## src/rtl/t03_mem_pkg.sv

```systemverilog
// Shared types and size codes for the memory request controller and its lane aligner.
package t03_mem_pkg;

  typedef enum logic [2:0] {
    FETCH,
    EXEC,
    DATA_RD,
    DATA_WR,
    FAULT
  } mem_state_t;

  localparam logic [1:0] SIZE_BYTE = 2'b00;
  localparam logic [1:0] SIZE_HALF = 2'b01;
  localparam logic [1:0] SIZE_WORD = 2'b10;

endpackage

```

## src/rtl/t03_lane_align.sv

```systemverilog
// Byte-lane logic: select generation, store replication and load extract/extend.
// Purely combinational so the MMIO decoder can share it.
module t03_lane_align
  import t03_mem_pkg::*;
(
  input  logic [1:0]  i_size,
  input  logic [1:0]  i_a,
  input  logic        i_unsigned,
  input  logic [31:0] i_store_data,
  input  logic [31:0] i_load_raw,
  output logic [3:0]  o_sel,
  output logic        o_misaligned,
  output logic [31:0] o_store_rep,
  output logic [31:0] o_load_data
);

  logic [31:0] w_shifted;

  assign w_shifted = i_load_raw >> {i_a, 3'b000};

  always_comb begin
    o_sel        = 4'b0000;
    o_misaligned = 1'b0;
    o_store_rep  = i_store_data;
    o_load_data  = w_shifted;
    case (i_size)
      SIZE_BYTE: begin
        o_sel       = 4'b0001 << i_a;
        o_store_rep = {4{i_store_data[7:0]}};
        o_load_data = {{24{~i_unsigned & w_shifted[7]}}, w_shifted[7:0]};
      end
      SIZE_HALF: begin
        o_misaligned = i_a[0];
        o_sel        = i_a[0] ? 4'b0000 : (4'b0011 << i_a);
        o_store_rep  = {2{i_store_data[15:0]}};
        o_load_data  = {{16{~i_unsigned & w_shifted[15]}}, w_shifted[15:0]};
      end
      SIZE_WORD: begin
        o_misaligned = (i_a != 2'b00);
        o_sel        = (i_a != 2'b00) ? 4'b0000 : 4'b1111;
      end
      default: o_misaligned = 1'b1;
    endcase
  end

endmodule

```

## src/rtl/t03_mem_request_ctrl.sv

```systemverilog
// Sequences instruction fetch and data load/store over one shared bus port,
// holding request signals stable until ack and trapping misalignment/timeouts.
module t03_mem_request_ctrl
  import t03_mem_pkg::*;
#(
  parameter int ADDR_W      = 32,
  parameter int TIMEOUT_CYC = 255
) (
  input  logic              clk,
  input  logic              nrst,
  input  logic              memRead,
  input  logic              memWrite,
  input  logic [1:0]        size,
  input  logic              loadUnsigned,
  input  logic [ADDR_W-1:0] pcMemory,
  input  logic [ADDR_W-1:0] resultALU,
  input  logic [31:0]       storeData,
  input  logic [31:0]       busDataIn,
  input  logic              ack,
  output logic              read,
  output logic              write,
  output logic [3:0]        sel,
  output logic [ADDR_W-1:0] address,
  output logic [31:0]       busDataOut,
  output logic [31:0]       instr,
  output logic [31:0]       loadData,
  output logic              freezePC,
  output logic              freezeInstr,
  output logic              fault
);

  localparam int CNT_W = (TIMEOUT_CYC > 1) ? $clog2(TIMEOUT_CYC + 1) : 1;

  mem_state_t        r_state;
  mem_state_t        w_next;
  logic [31:0]       r_instr;
  logic [31:0]       r_load;
  logic [ADDR_W-1:0] r_addr;
  logic [1:0]        r_size;
  logic              r_unsigned;
  logic [31:0]       r_store;
  logic [3:0]        r_sel;
  logic [CNT_W-1:0]  r_wait;

  logic              w_in_exec;
  logic              w_mem_op;
  logic [1:0]        w_al_size;
  logic [1:0]        w_al_a;
  logic              w_al_unsigned;
  logic [31:0]       w_al_store;
  logic [3:0]        w_al_sel;
  logic              w_misaligned;
  logic [31:0]       w_store_rep;
  logic [31:0]       w_load_data;
  logic              w_timeout;
  logic              w_read;
  logic              w_write;
  logic [3:0]        w_sel;
  logic [ADDR_W-1:0] w_addr;
  logic              w_freeze_pc;
  logic              w_freeze_instr;
  logic              w_wait_phase;

  assign w_in_exec = (r_state == EXEC);
  assign w_mem_op  = memRead | memWrite;

  // The aligner sees live operands while deciding in EXEC, latched ones during the data phase.
  assign w_al_size     = w_in_exec ? size              : r_size;
  assign w_al_a        = w_in_exec ? resultALU[1:0]    : r_addr[1:0];
  assign w_al_unsigned = w_in_exec ? loadUnsigned      : r_unsigned;
  assign w_al_store    = w_in_exec ? storeData         : r_store;

  t03_lane_align u_align (
    .i_size       (w_al_size),
    .i_a          (w_al_a),
    .i_unsigned   (w_al_unsigned),
    .i_store_data (w_al_store),
    .i_load_raw   (busDataIn),
    .o_sel        (w_al_sel),
    .o_misaligned (w_misaligned),
    .o_store_rep  (w_store_rep),
    .o_load_data  (w_load_data)
  );

  assign w_timeout = (TIMEOUT_CYC != 0) && (r_wait == CNT_W'(TIMEOUT_CYC - 1));

  always_comb begin
    w_next         = r_state;
    w_read         = 1'b0;
    w_write        = 1'b0;
    w_sel          = 4'b0000;
    w_addr         = r_addr;
    w_freeze_pc    = 1'b1;
    w_freeze_instr = 1'b1;
    w_wait_phase   = 1'b0;
    case (r_state)
      FETCH: begin
        w_read       = 1'b1;
        w_addr       = pcMemory;
        w_sel        = 4'b1111;
        w_wait_phase = 1'b1;
        if (ack)            w_next = EXEC;
        else if (w_timeout) w_next = FAULT;
      end
      EXEC: begin
        w_freeze_instr = 1'b0;
        if (w_mem_op) begin
          if (w_misaligned) w_next = FAULT;
          else if (memRead) w_next = DATA_RD;
          else              w_next = DATA_WR;
        end else begin
          w_freeze_pc = 1'b0;
          w_next      = FETCH;
        end
      end
      DATA_RD, DATA_WR: begin
        w_read       = (r_state == DATA_RD);
        w_write      = (r_state == DATA_WR);
        w_sel        = r_sel;
        w_wait_phase = 1'b1;
        if (ack) begin
          w_freeze_pc = 1'b0;
          w_next      = FETCH;
        end else if (w_timeout) begin
          w_next = FAULT;
        end
      end
      default: ;
    endcase
  end

  always_ff @(posedge clk or negedge nrst) begin
    if (!nrst) begin
      r_state    <= FETCH;
      r_instr    <= '0;
      r_load     <= '0;
      r_addr     <= '0;
      r_size     <= '0;
      r_unsigned <= 1'b0;
      r_store    <= '0;
      r_sel      <= '0;
      r_wait     <= '0;
    end else begin
      r_state <= w_next;
      if (w_next != r_state)         r_wait <= '0;
      else if (w_wait_phase && !ack) r_wait <= r_wait + CNT_W'(1);
      if (r_state == FETCH && ack)   r_instr <= busDataIn;
      if (r_state == DATA_RD && ack) r_load  <= w_load_data;
      if (w_in_exec && w_mem_op) begin
        r_addr     <= resultALU;
        r_size     <= size;
        r_unsigned <= loadUnsigned;
        r_store    <= storeData;
        r_sel      <= w_al_sel;
      end
    end
  end

  // Requests are gated by reset so they drop the instant nrst falls.
  assign read        = w_read & nrst;
  assign write       = w_write & nrst;
  assign sel         = w_sel;
  assign address     = w_addr;
  assign busDataOut  = w_store_rep;
  assign instr       = r_instr;
  assign loadData    = r_load;
  assign freezePC    = w_freeze_pc;
  assign freezeInstr = w_freeze_instr;
  assign fault       = (r_state == FAULT);

endmodule

```

## config.mk

```make
export PLATFORM = sky130hd
export DESIGN_NAME = t03_mem_request_ctrl
export DESIGN_NICKNAME = d
export VERILOG_FILES = /design/src/rtl/t03_mem_pkg.sv /design/src/rtl/t03_lane_align.sv /design/src/rtl/t03_mem_request_ctrl.sv
export SDC_FILE = /design/constraint.sdc
export NUM_CORES = 1
export LEC_CHECK = 0
export BUFFER_PORTS_ARGS = -buffer_cell sky130_fd_sc_hd__buf_2
export CORE_UTILIZATION = 54
export CTS_CLUSTER_DIAMETER = 100
export CTS_CLUSTER_SIZE = 20
export DETAILED_ROUTE_END_ITERATION = 16
export MAX_ROUTING_LAYER = met4
export PLACE_DENSITY_LB_ADDON = 0.1
export SKIP_LAST_GASP = 1
export SYNTH_ARGS = -nofsm -noshare
export SYNTH_HDL_FRONTEND = slang
export SYNTH_SLANG_ARGS = --single-unit
```

## constraint.sdc

```tcl
create_clock -name clk -period 5.9 [get_ports clk]
set_clock_uncertainty 0.15 [all_clocks]
set_input_delay 1.18 -clock clk [delete_from_list [all_inputs] [get_ports clk]]
set_output_delay 1.18 -clock clk [all_outputs]
set_load 0.005 [all_outputs]
```

# Yosys cells after proc, flatten, opt, wreduce, memory -nomap -nowiden
# Cells that the tools add are included.
dict set report word_totals {
  output_inout_bits 137
  wordCells 66
  register_bits 146
}
dict set report op_classes {
  bitwise_logic 6
  n_shift 3
  addsub 1
  reduce_logical 11
  mux 28
  eq_ne 8
}
# operator n
set op_table {}
lappend op_table {{32-bit case mux with 2 select lines} 2}
lappend op_table {{32-bit two-way mux} 2}
lappend op_table {{32-bit by 5-bit >> shifter with 32-bit output} 1}
lappend op_table {{8-bit two-way mux} 2}
lappend op_table {{3-bit two-way mux} 5}
lappend op_table {{4-bit case mux with 3 select lines} 1}
lappend op_table {{3-bit case mux with 3 select lines} 1}
lappend op_table {{8-bit by 1-bit adder with 8-bit output (second input constant)} 1}
lappend op_table {{8-bit == test (second input constant)} 1}
lappend op_table {{4-bit two-way mux} 2}
lappend op_table {{4-bit case mux with 2 select lines} 1}
lappend op_table {{1-bit two-way mux} 7}
lappend op_table {{3-bit by 2-bit == test with 1-bit output (second input constant)} 2}
lappend op_table {{1-bit bitwise AND} 4}
lappend op_table {{1-bit logical AND} 4}
lappend op_table {{2-bit two-way mux} 2}
lappend op_table {{1-bit case mux with 2 select lines} 2}
lappend op_table {{2-bit nonzero test} 2}
lappend op_table {{1-bit by 2-bit << shifter with 4-bit output (first input constant)} 1}
lappend op_table {{2-bit by 2-bit << shifter with 4-bit output (first input constant)} 1}
lappend op_table {{3-bit by 1-bit == test with 1-bit output (second input constant)} 1}
lappend op_table {{3-bit == test (second input constant)} 1}
lappend op_table {{3-bit logical NOT} 1}
lappend op_table {{3-bit != test} 1}
lappend op_table {{9 further kinds} 9}

# Longest topological paths before layout
# Gate-level depths: netlist of run 1.
dict set report logic_depth {
  ltp_word 9
  depth_mapped 9
  depth_no_buf 6
}

# Cells and area by module
# A second synthesis of run 1 with hierarchy kept.
dict set report unflattened {
  cells_unflattened 639
  hier_area_um2 8027.7
}
# module n_inst cells_per_inst seq_area_each_um2 area_per_inst_um2
set by_module_without_submodules {}
lappend by_module_without_submodules {t03_mem_request_ctrl 1 450 3653.5 6565.0}
lappend by_module_without_submodules {t03_lane_align 1 189 0.0 1462.7}

# Worst setup path before layout of run 1
# OpenSTA, ideal clock, no wires.
dict set report synth_timing {
  path_kind {input to output}
  from {input size[0]}
  to {output busDataOut[14]}
  arrival_time_ns 2.450
  setup_slack_ns 2.120
  stages 6
  n_path_buf 2
  path_cell_list {clkbuf_1 -> nor2_1 -> mux2i_1 -> buf_2 -> nor2_1 -> a31oi_1}
}
dict set report synth_via {
  elab_chain_len 3
}
# item line
set synth_rtl {}
lappend synth_rtl {{start, declared} t03_mem_request_ctrl.sv:13} ;# input logic [1:0] size,
lappend synth_rtl {{2-bit two-way mux *} t03_mem_request_ctrl.sv:68} ;# assign w_al_size = w_in_exec ? size : r_size;
lappend synth_rtl {{2-bit by 1-bit == test with 1-bit output / 2-bit logical NOT (equally long branches)} t03_lane_align.sv:26} ;# case (i_size)
lappend synth_rtl {{32-bit case mux with 2 select lines *} t03_lane_align.sv:26}
lappend synth_rtl {{end, declared} t03_mem_request_ctrl.sv:24} ;# output logic [31:0] busDataOut,
# Every way passes the cells marked *; elsewhere a longest branch is shown, timed or not.

# Worst setup path in the final report of run 1
dict set report layout_timing {
  from {register r_state[0]}
  to {output busDataOut[31]}
}
dict set report layout_via {
  elab_chain_len 4
}
# item line
set layout_rtl {}
lappend layout_rtl {{start, declared} t03_mem_request_ctrl.sv:34} ;# mem_state_t r_state;
lappend layout_rtl {{start signal, assigned} t03_mem_request_ctrl.sv:144} ;# r_state <= w_next;
lappend layout_rtl {{3-bit by 1-bit == test with 1-bit output *} t03_mem_request_ctrl.sv:64} ;# assign w_in_exec = (r_state == EXEC);
lappend layout_rtl {{2-bit two-way mux} t03_mem_request_ctrl.sv:68}
lappend layout_rtl {{2-bit by 1-bit == test with 1-bit output / 2-bit logical NOT (equally long branches)} t03_lane_align.sv:26}
lappend layout_rtl {{32-bit case mux with 2 select lines *} t03_lane_align.sv:26}
# Marks and branches as above.

==> impl_metrics.toml, run 1 <==
[outcome]
status = "complete, no violations"

[power_and_ir_drop]
seqPwrFrac = 0.359
p_int_mw = 3.14
sw_frac_of_total = 0.379
ir_worst_vdd_uv = 270
p_per_area_nw_per_um2 = 519
power_leakage_nw = 4.96
power_switching_mw = 1.92
power_frac_clock = 0.199
combPwrFrac = 0.443

[die]
die_h_um = 122
die_w_um = 122
start_util = 0.555
dieArea_um2 = 14800
rows = 43
pin_count = 273
fp.coreArea_um2 = 13900

[route]
via_per_inst = 5.51
drt_wl_total_um = 21200
first_iter_violations = 521
first_pass_iters = 5
post-route-drc-count = 0
vias = 7132
antenna_left = 0
wl_per_cell_um = 16.4

[synth]
avgSynthCellArea_um2 = 8.98
ys_types = 53
netlist_area_um2 = 7730
synth_top_cells_by_count = "nand2_1 (291), dfrtp_1 (146), o21ai_0 (72)"
ys_ff_latch = 146
yosysSeqAreaShare = 0.473
syn_inst = 861
yosysTopAreaCellShare = 0.473
synth_top_cell_by_area = "dfrtp_1"
synth_edf_count = 0
async_flop_share = 1.00
synth_flop_cell = "dfrtp_1"
synth_warnings = 0
syn_nets = 999
synthTopCellsByArea = "dfrtp_1 (47%), nand2_1 (14%), mux2_2 (9.9%), mux2i_1 (5.6%), o21ai_0 (4.7%)"
yosysMostFrequentCell = "nand2_1"

[sta]
slew_headroom = 0.195
tns_ps = 0
grt_setup_unrepaired = "false"
worst_pin_slew_ps = 1200
period_share = 0.815
hold_viol = 0
drv_slew = 0
timing.fmax_ghz = 0.208
fin_crit_ps = 4810
setup_viol = 0

[cts]
root_buffer = "clkbuf_16"
holdBufCountCts = 0
path_clk_slew_ps = 60
cts_max_level = 4
clockBufferDepth = 2
cts_resized = 0
cts_tree = "built"
post-cts-setup-buffers = 0
cts_sinks = 146
numCtsBuffers = 17
clk-insertion-delay-late_ps = 420

[layout]
final_cell_area_um2 = 9760
final_nets = 1239
syn_to_final_growth_pct = 26.2
utilization = 0.700
fillCellCount = 1143
layout-drive-gt1-share = 0.352

[grt]
track_usage = 0.304
first_global_vias = 6621
grt_pass1_wl_um = 33800
gr-total-overflow = 0
grt_max_degree = 76
antenna_found_initial = 1

[placed_design]
gp_congestion = 0.833
port_buffers = 272
placed_area_um2 = 9200
hpwlAfterDp_um = 14800

[setup_path]
crit_arrival_ps = 3480
rr_startpoint = "r_state[0]"
required_ps = 4570
crit_path_start_kind = "flip-flop"
slowest_stage = "mux2i_4"
crit_start = "r_state[0]"
max_stage_delay_ps = 1020
worstSetupEndpointType = "output port"
setup.worst_path.class = "flip-flop to output port"
crit_chain = "nor3b_4 > buf_4 > mux2i_4 > nand2_1 > o211ai_1 > o21ai_0 > buf_2"
critPathMaxFanout = 52

[hold_path]
hold_path.class = "flip-flop to flip-flop"
hold_path.startpoint = "r_addr[27]"

[job]
max_cap_viol_count = 0
[power by group through the flow]
| stage | Combinational (mW) | Sequential [mW] | Clock, mW |
|---|---|---|---|
| after global placement | 2.19 | 1.81 | 0 |
| after detailed placement | 2.25 | 1.82 | 0 |
| final | 2.24 | 1.82 | 1.01 |
| after global routing | 2.51 | 1.88 | 1.07 |
| after CTS | 2.25 | 1.81 | 1.02 |
| after floorplan | 1.42 | 1.71 | 0 |
[worst max-delay path: cells and delay by family (launching register included)]
kind / cells / cell delay [ps]
AO/OA/AOI/OAI: 2 / 280
multiplexers: 1 / 1020
AND/OR/NAND/NOR: 2 / 420
buffers and inverters: 2 / 720
flip-flops: 1 / 570
[per-layer routing]
| metal | track usage | up-vias | share of wire |
|---|---|---|---|
| met5 | - | - | 0 |
| met4 | 0.108 | 0 | 0.025 |
| met1 | 0.392 | 3354 | 0.43 |
| met3 | 0.0599 | 37 | 0.063 |
| met2 | 0.479 | 305 | 0.48 |
| li1 | - | 3436 | - |
[registers in the layout, indices dropped and copies added (netlist names)]
register	cells
instr	32
loadData	32
r_addr	32
r_sel	4
r_size	2
r_state	3
r_store	32
r_unsigned	1
r_wait	8
[final cells by class]
cell class	instances	area (µm²)	share of cell area
Timing Repair Buffer	281	1440	0.147
Tap cell	180	225	0.0231
Clock inverter	13	111	0.0114
Sequential cell	146	3650	0.374
Antenna cell	1	2.50	0.000256
Multi-Input combinational cell	653	3880	0.398
Clock buffer	19	443	0.0454
Inverter	2	7.51	0.000769
[per-stage QoR]
step / hold WS, ps / setup WS [ps] / total power [mW] / instances
finish: 316 / 1090 / 5.06 / 1295
global route: 344 / 775 / 5.46 / 1295
CTS: 324 / 1090 / 5.09 / 1294
detailed placement: 309 / 1510 / 4.06 / 1262
global placement: 309 / 1650 / 4.00 / 1262
floorplan: 290 / 2120 / 3.13 / 861
[worst paths after layout]
check	slack [ps]	depth (start not counted)	endpoint
min reg2reg	320	2	r_addr[27]
min in group asynchronous	640	1	instr[28]
max in group asynchronous	3560	2	r_store[3]
min	320	2	r_addr[27]
max reg2reg	2740	6	r_sel[3]
max	1090	7	busDataOut[31]
[layout by cell type (no fill, tap or decap), types with 5 or more instances in the layout]
cell,instances
nand2_1,291
buf_2,271
buf_4,9
dfrtp_1,146
nor2_1,45
a31oi_1,9
mux2i_1,40
o21ai_0,71
a41oi_1,7
or2_1,7
clkbuf_16,17
o211ai_1,8
nor3_1,5
a22oi_1,12
mux2_2,68
a21oi_1,9
xor2_1,7
clkinv_2,5
[kinds of logic after synthesis]
logic type	Yosys count	share of synthesized area
compound gates	140	0.112
fa+ha+maj	2	0.00324
buf+inv	62	0.0319
simple gates	389	0.212
flops	146	0.473
xor+xnor	8	0.00906
mux	114	0.159
(Power assumes the default switching activity.)
==> inputs of run 2 (changes only) <==
--- a/config.mk
+++ b/config.mk
@@ -6,7 +6,7 @@
 export NUM_CORES = 1
 export LEC_CHECK = 0
 export BUFFER_PORTS_ARGS = -buffer_cell sky130_fd_sc_hd__buf_2
-export CORE_UTILIZATION = 54
+export CORE_UTILIZATION = 46
 export CTS_CLUSTER_DIAMETER = 100
 export CTS_CLUSTER_SIZE = 20
 export DETAILED_ROUTE_END_ITERATION = 16
==> constraint.sdc (replaced) <==
create_clock -name clk -period 4.3 [get_ports clk]
set_clock_uncertainty 0.15 [all_clocks]
set_input_delay 0.86 -clock clk [delete_from_list [all_inputs] [get_ports clk]]
set_output_delay 0.86 -clock clk [all_outputs]
set_load 0.005 [all_outputs]
==> impl_metrics.toml, run 2 (synthesized netlist as in run 1, its figures left out) <==
[outcome]
status = "complete, no violations"

[sta]
setup_viol = 0
drv_slew = 0
worst_pin_slew_ps = 1180
slew_headroom = 0.204
fin_crit_ps = 3900
grt_setup_unrepaired = "false"
timing.fmax_ghz = 0.256
hold_viol = 0
period_share = 0.907
tns_ps = 0

[setup_path]
crit_path_frequent_cell = "o21ai_0"
slowest_stage = "nor3b_4"
critPathMaxFanout = 46
crit_buf_inv = 2
crit_chain = "nor3b_4 > mux2i_4 > buf_4 > o21ai_0 > o21ai_0 > buf_2"
reg2reg_slack_ps = 970
rr_startpoint = "r_state[0]"
crit_arrival_ps = 2890
max_stage_delay_ps = 700
cpLargestDelayFamily = "simple AND/OR/NAND/NOR gates"
timing.rr.end = "loadData[10]"
crit_path_start_kind = "flip-flop"
worstSetupEndpointType = "output port"
required_ps = 3290
ff2ff_path_depth = 6
setup.worst_path.class = "flip-flop to output port"

[die]
start_util = 0.468
die_w_um = 132
pin_count = 273
fp.coreArea_um2 = 16500
rows = 47
dieArea_um2 = 17300
die_h_um = 132

[route]
vias = 7104
first_iter_violations = 384
wl_per_cell_um = 16.2
post-route-drc-count = 0
antenna_left = 0
first_pass_iters = 5
via_per_inst = 5.30
drt_wl_total_um = 21700

[cts]
holdBufCountCts = 0
root_buffer = "clkbuf_16"
cts_max_level = 4
cts_resized = 0
cts_sinks = 146
clk-insertion-delay-late_ps = 410
cts_tree = "built"
post-cts-setup-buffers = 0
clockBufferDepth = 2
numCtsBuffers = 17
path_clk_slew_ps = 60

[layout]
layout-drive-gt1-share = 0.354
diodes = 0
utilization = 0.602
fillCellCount = 1522
layout_commonest_cell = "nand2_1"
syn_to_final_growth_pct = 28.6
multiInputGateArea_um2 = 3880
final_nets = 1246
regArea_um2 = 3650
final_cell_mix = "nand2_1 (291), buf_2 (271), dfrtp_1 (146)"

[placed_design]
port_buffers = 272
hpwlAfterDp_um = 15400
gp_congestion = 0.806

[grt]
track_usage = 0.262
first_global_vias = 6844
gr-total-overflow = 0
met2_usage = 0.420
grtUsageMet3 = 0.0448
grt.busiest_layer = "met2"
grt_pass1_wl_um = 35100
antenna_found_initial = 0
grt_max_degree = 116
grt_use_met1 = 0.339

[power_and_ir_drop]
ir_worst_vdd_uv = 390
p_per_area_nw_per_um2 = 718
power_leakage_nw = 5.03

[hold_path]
hold_path.class = "input pin to async pin"

[job]
max_cap_viol_count = 0
## run 2: changes by cell type in the layout (fill, tap and decap cells not counted)
cell	before	now
clkinv_4	1	3
clkbuf_1	1	2
bufinv_16	1	4
buf_4	9	15
clkinvlp_4	4	2
buf_12	0	1
clkinv_2	5	0
diode_2	1	0
## run 2: per-layer routing
metal | wire length (µm) | up-vias | share of wire
met2 | 10400 | 225 | 0.48
li1 | - | 3445 | -
met3 | 983 | 19 | 0.045
met1 | 9890 | 3415 | 0.46
met4 | 365 | 0 | 0.017
met5 | 0 | - | 0
## run 2: report_power, final
part	total, mW	leakage, nW	switching, mW	internal [mW]
Combinational	3.12	2.92	1.60	1.52
Clock	1.56	0.297	0.574	0.990
Sequential	2.46	1.81	0.452	2.01
Total	7.14	5.03	2.63	4.52
## run 2: cell type report
| type | count | share of cell area |
|---|---|---|
| clock buffer | 20 | 0.0449 |
| clock inverter | 11 | 0.0180 |
| inverter | 2 | 0.000755 |
| multi-input combinational | 653 | 0.390 |
| sequential | 146 | 0.367 |
| tap | 220 | 0.0277 |
| timing repair buffer | 288 | 0.151 |
## run 2: worst max-delay path by stage
stage	depth (start not counted)	to	from	slack (ps)
3_3_place_gp	6	busDataOut[24]	r_state[0]	900
2_1_floorplan	6	busDataOut[14]	size[0]	1160
4_1_cts	6	busDataOut[24]	r_state[0]	370
5_1_grt	6	busDataOut[24]	r_state[0]	100
3_5_place_dp	7	busDataOut[24]	r_state[0]	850
6_report	6	busDataOut[24]	r_state[0]	400
## run 2: per-stage QoR
step | std cells | total power, mW | cell area (µm²) | hold slack (ps) | setup WS [ps]
5_1_grt | 1340 | 7.69 | 9940 | 193 | 95.5
3_5_place_dp | 1309 | 5.62 | 9320 | 309 | 845
4_1_cts | 1340 | 7.22 | 9940 | 179 | 372
6_report | 1340 | 7.14 | 9940 | 182 | 399
3_3_place_gp | 1309 | 5.56 | 9320 | 307 | 901
2_1_floorplan | 861 | 4.29 | 7730 | 290 | 1160
==> inputs of run 3 (changes only) <==
--- a/config.mk
+++ b/config.mk
@@ -6,7 +6,9 @@
 export NUM_CORES = 1
 export LEC_CHECK = 0
 export BUFFER_PORTS_ARGS = -buffer_cell sky130_fd_sc_hd__buf_2
-export CORE_UTILIZATION = 46
+export CELL_PAD_IN_SITES_DETAIL_PLACEMENT = 1
+export CELL_PAD_IN_SITES_GLOBAL_PLACEMENT = 2
+export CORE_UTILIZATION = 26
 export CTS_CLUSTER_DIAMETER = 100
 export CTS_CLUSTER_SIZE = 20
 export DETAILED_ROUTE_END_ITERATION = 16
==> impl_metrics.toml, run 3 (synthesized netlist as in run 1, its figures left out) <==
[setup_path]
crit_path_start_kind = "flip-flop"
worstSetupEndpointType = "output port"
slowest_stage = "dfrtp_1"
ff2ff_path_depth = 8
max_stage_delay_ps = 540
required_ps = 3290
crit_chain = "nor3b_4 > buf_4 > buf_4 > nand2_1 > nand2_1 > nor2_1 > a31oi_1 > buf_2"
cpLargestDelayFamily = "buffers and inverters"
crit_arrival_ps = 2800
critPathMaxFanout = 40
crit_cells = 8
setup.worst_path.class = "flip-flop to output port"
crit_buf_inv = 3

[cts]
numCtsBuffers = 17
root_buffer = "clkbuf_16"
clk-insertion-delay-late_ps = 430
cts_max_level = 4
cts_tree = "built"
cts_resized = 0
clockBufferDepth = 2
post-cts-setup-buffers = 0
path_clk_slew_ps = 80
holdBufCountCts = 0
cts_sinks = 146

[sta]
worst_pin_slew_ps = 1220
drv_slew = 0
tns_ps = 0
hold_viol = 0
grt_setup_unrepaired = "false"
period_share = 0.885
setup_viol = 0
timing.fmax_ghz = 0.263
fin_crit_ps = 3810
whs_ps = 140
slew_headroom = 0.179
worst_slack_ps = 494

[grt]
first_global_vias = 7397
met2_usage = 0.307
track_usage = 0.189
antenna_found_initial = 2
gr-total-overflow = 0
grtUsageMet3 = 0.0357
grt_pass1_wl_um = 43200
grt_max_degree = 70
grt.busiest_layer = "met2"
grt_use_met1 = 0.240

[route]
drt_wl_total_um = 27600
wl_per_cell_um = 18.2
first_iter_violations = 270
antenna_left = 0
via_per_inst = 4.67
vias = 7087
post-route-drc-count = 0
first_pass_iters = 4

[layout]
final_cell_mix = "nand2_1 (291), buf_2 (271), dfrtp_1 (146)"
final_nets = 1255
fillCellCount = 3444
syn_to_final_growth_pct = 31.4
multiInputGateArea_um2 = 3900
regArea_um2 = 3650
layout_commonest_cell = "nand2_1"
layout-drive-gt1-share = 0.362

[job]
max_cap_viol_count = 0

[hold_path]
hold_path.class = "input pin to async pin"

[placed_design]
post-place-ws_ps = 935
hpwlAfterDp_um = 19700
gp_congestion = 0.791
port_buffers = 272

[die]
dieArea_um2 = 30400
start_util = 0.266
pin_count = 273
rows = 62
fp.coreArea_um2 = 29000
die_h_um = 174
die_w_um = 174

[power_and_ir_drop]
power_leakage_nw = 5.05
ir_worst_vdd_uv = 224
p_per_area_nw_per_um2 = 711
total_power_mw = 7.22

[outcome]
status = "complete, no violations"
run 3: cell count changes in the layout (fill, tap and decap cells not counted), sizes merged:
| cell | previous run | this run |
|---|---|---|
| buf | 288 | 297 |
| bufinv | 4 | 0 |
| clkbuf | 20 | 18 |
| clkinv | 3 | 4 |
| clkinvlp | 2 | 3 |
| diode | 0 | 2 |
| inv | 4 | 9 |
run 3: worst paths after layout:
check | from | endpoint | slack [ps]
worst max-delay path | r_state[1] | busDataOut[9] | 490
worst min-delay path | nrst | instr[27] | 140
worst max register to register | r_state[1] | loadData[14] | 1250
worst min register to register | r_store[25] | r_store[25] | 320
max in group asynchronous | nrst | r_store[31] | 2620
min in group clk | r_store[25] | r_store[25] | 320
run 3: stage by stage:
stage	instance area (µm²)	utilization	cells
floorplan	7730	-	861
global placement	9600	0.331	1482
detailed placement	9600	0.331	1482
CTS	10200	0.350	1514
global route	10200	0.350	1516
finish	10200	0.350	1516
run 3: report_power, final:
part | switching (mW) | internal (mW) | total (mW)
Clock | 0.687 | 0.773 | 1.46
Combinational | 1.77 | 1.57 | 3.34
Sequential | 0.420 | 2.00 | 2.42
Total | 2.88 | 4.34 | 7.22
run 3: metal layers:
layer	vias up	part of all wire
li1	3450	-
met1	3435	0.47
met2	176	0.48
met3	26	0.039
met4	0	0.014
met5	-	0
run 3: cell type report:
type / count / share of cell area
timing repair buffer: 297 / 0.153
inverter: 2 / 0.000739
tap: 384 / 0.0473
clock buffer: 18 / 0.0432
clock inverter: 14 / 0.0118
sequential: 146 / 0.360
multi-input combinational: 653 / 0.384
antenna: 2 / 0.000493
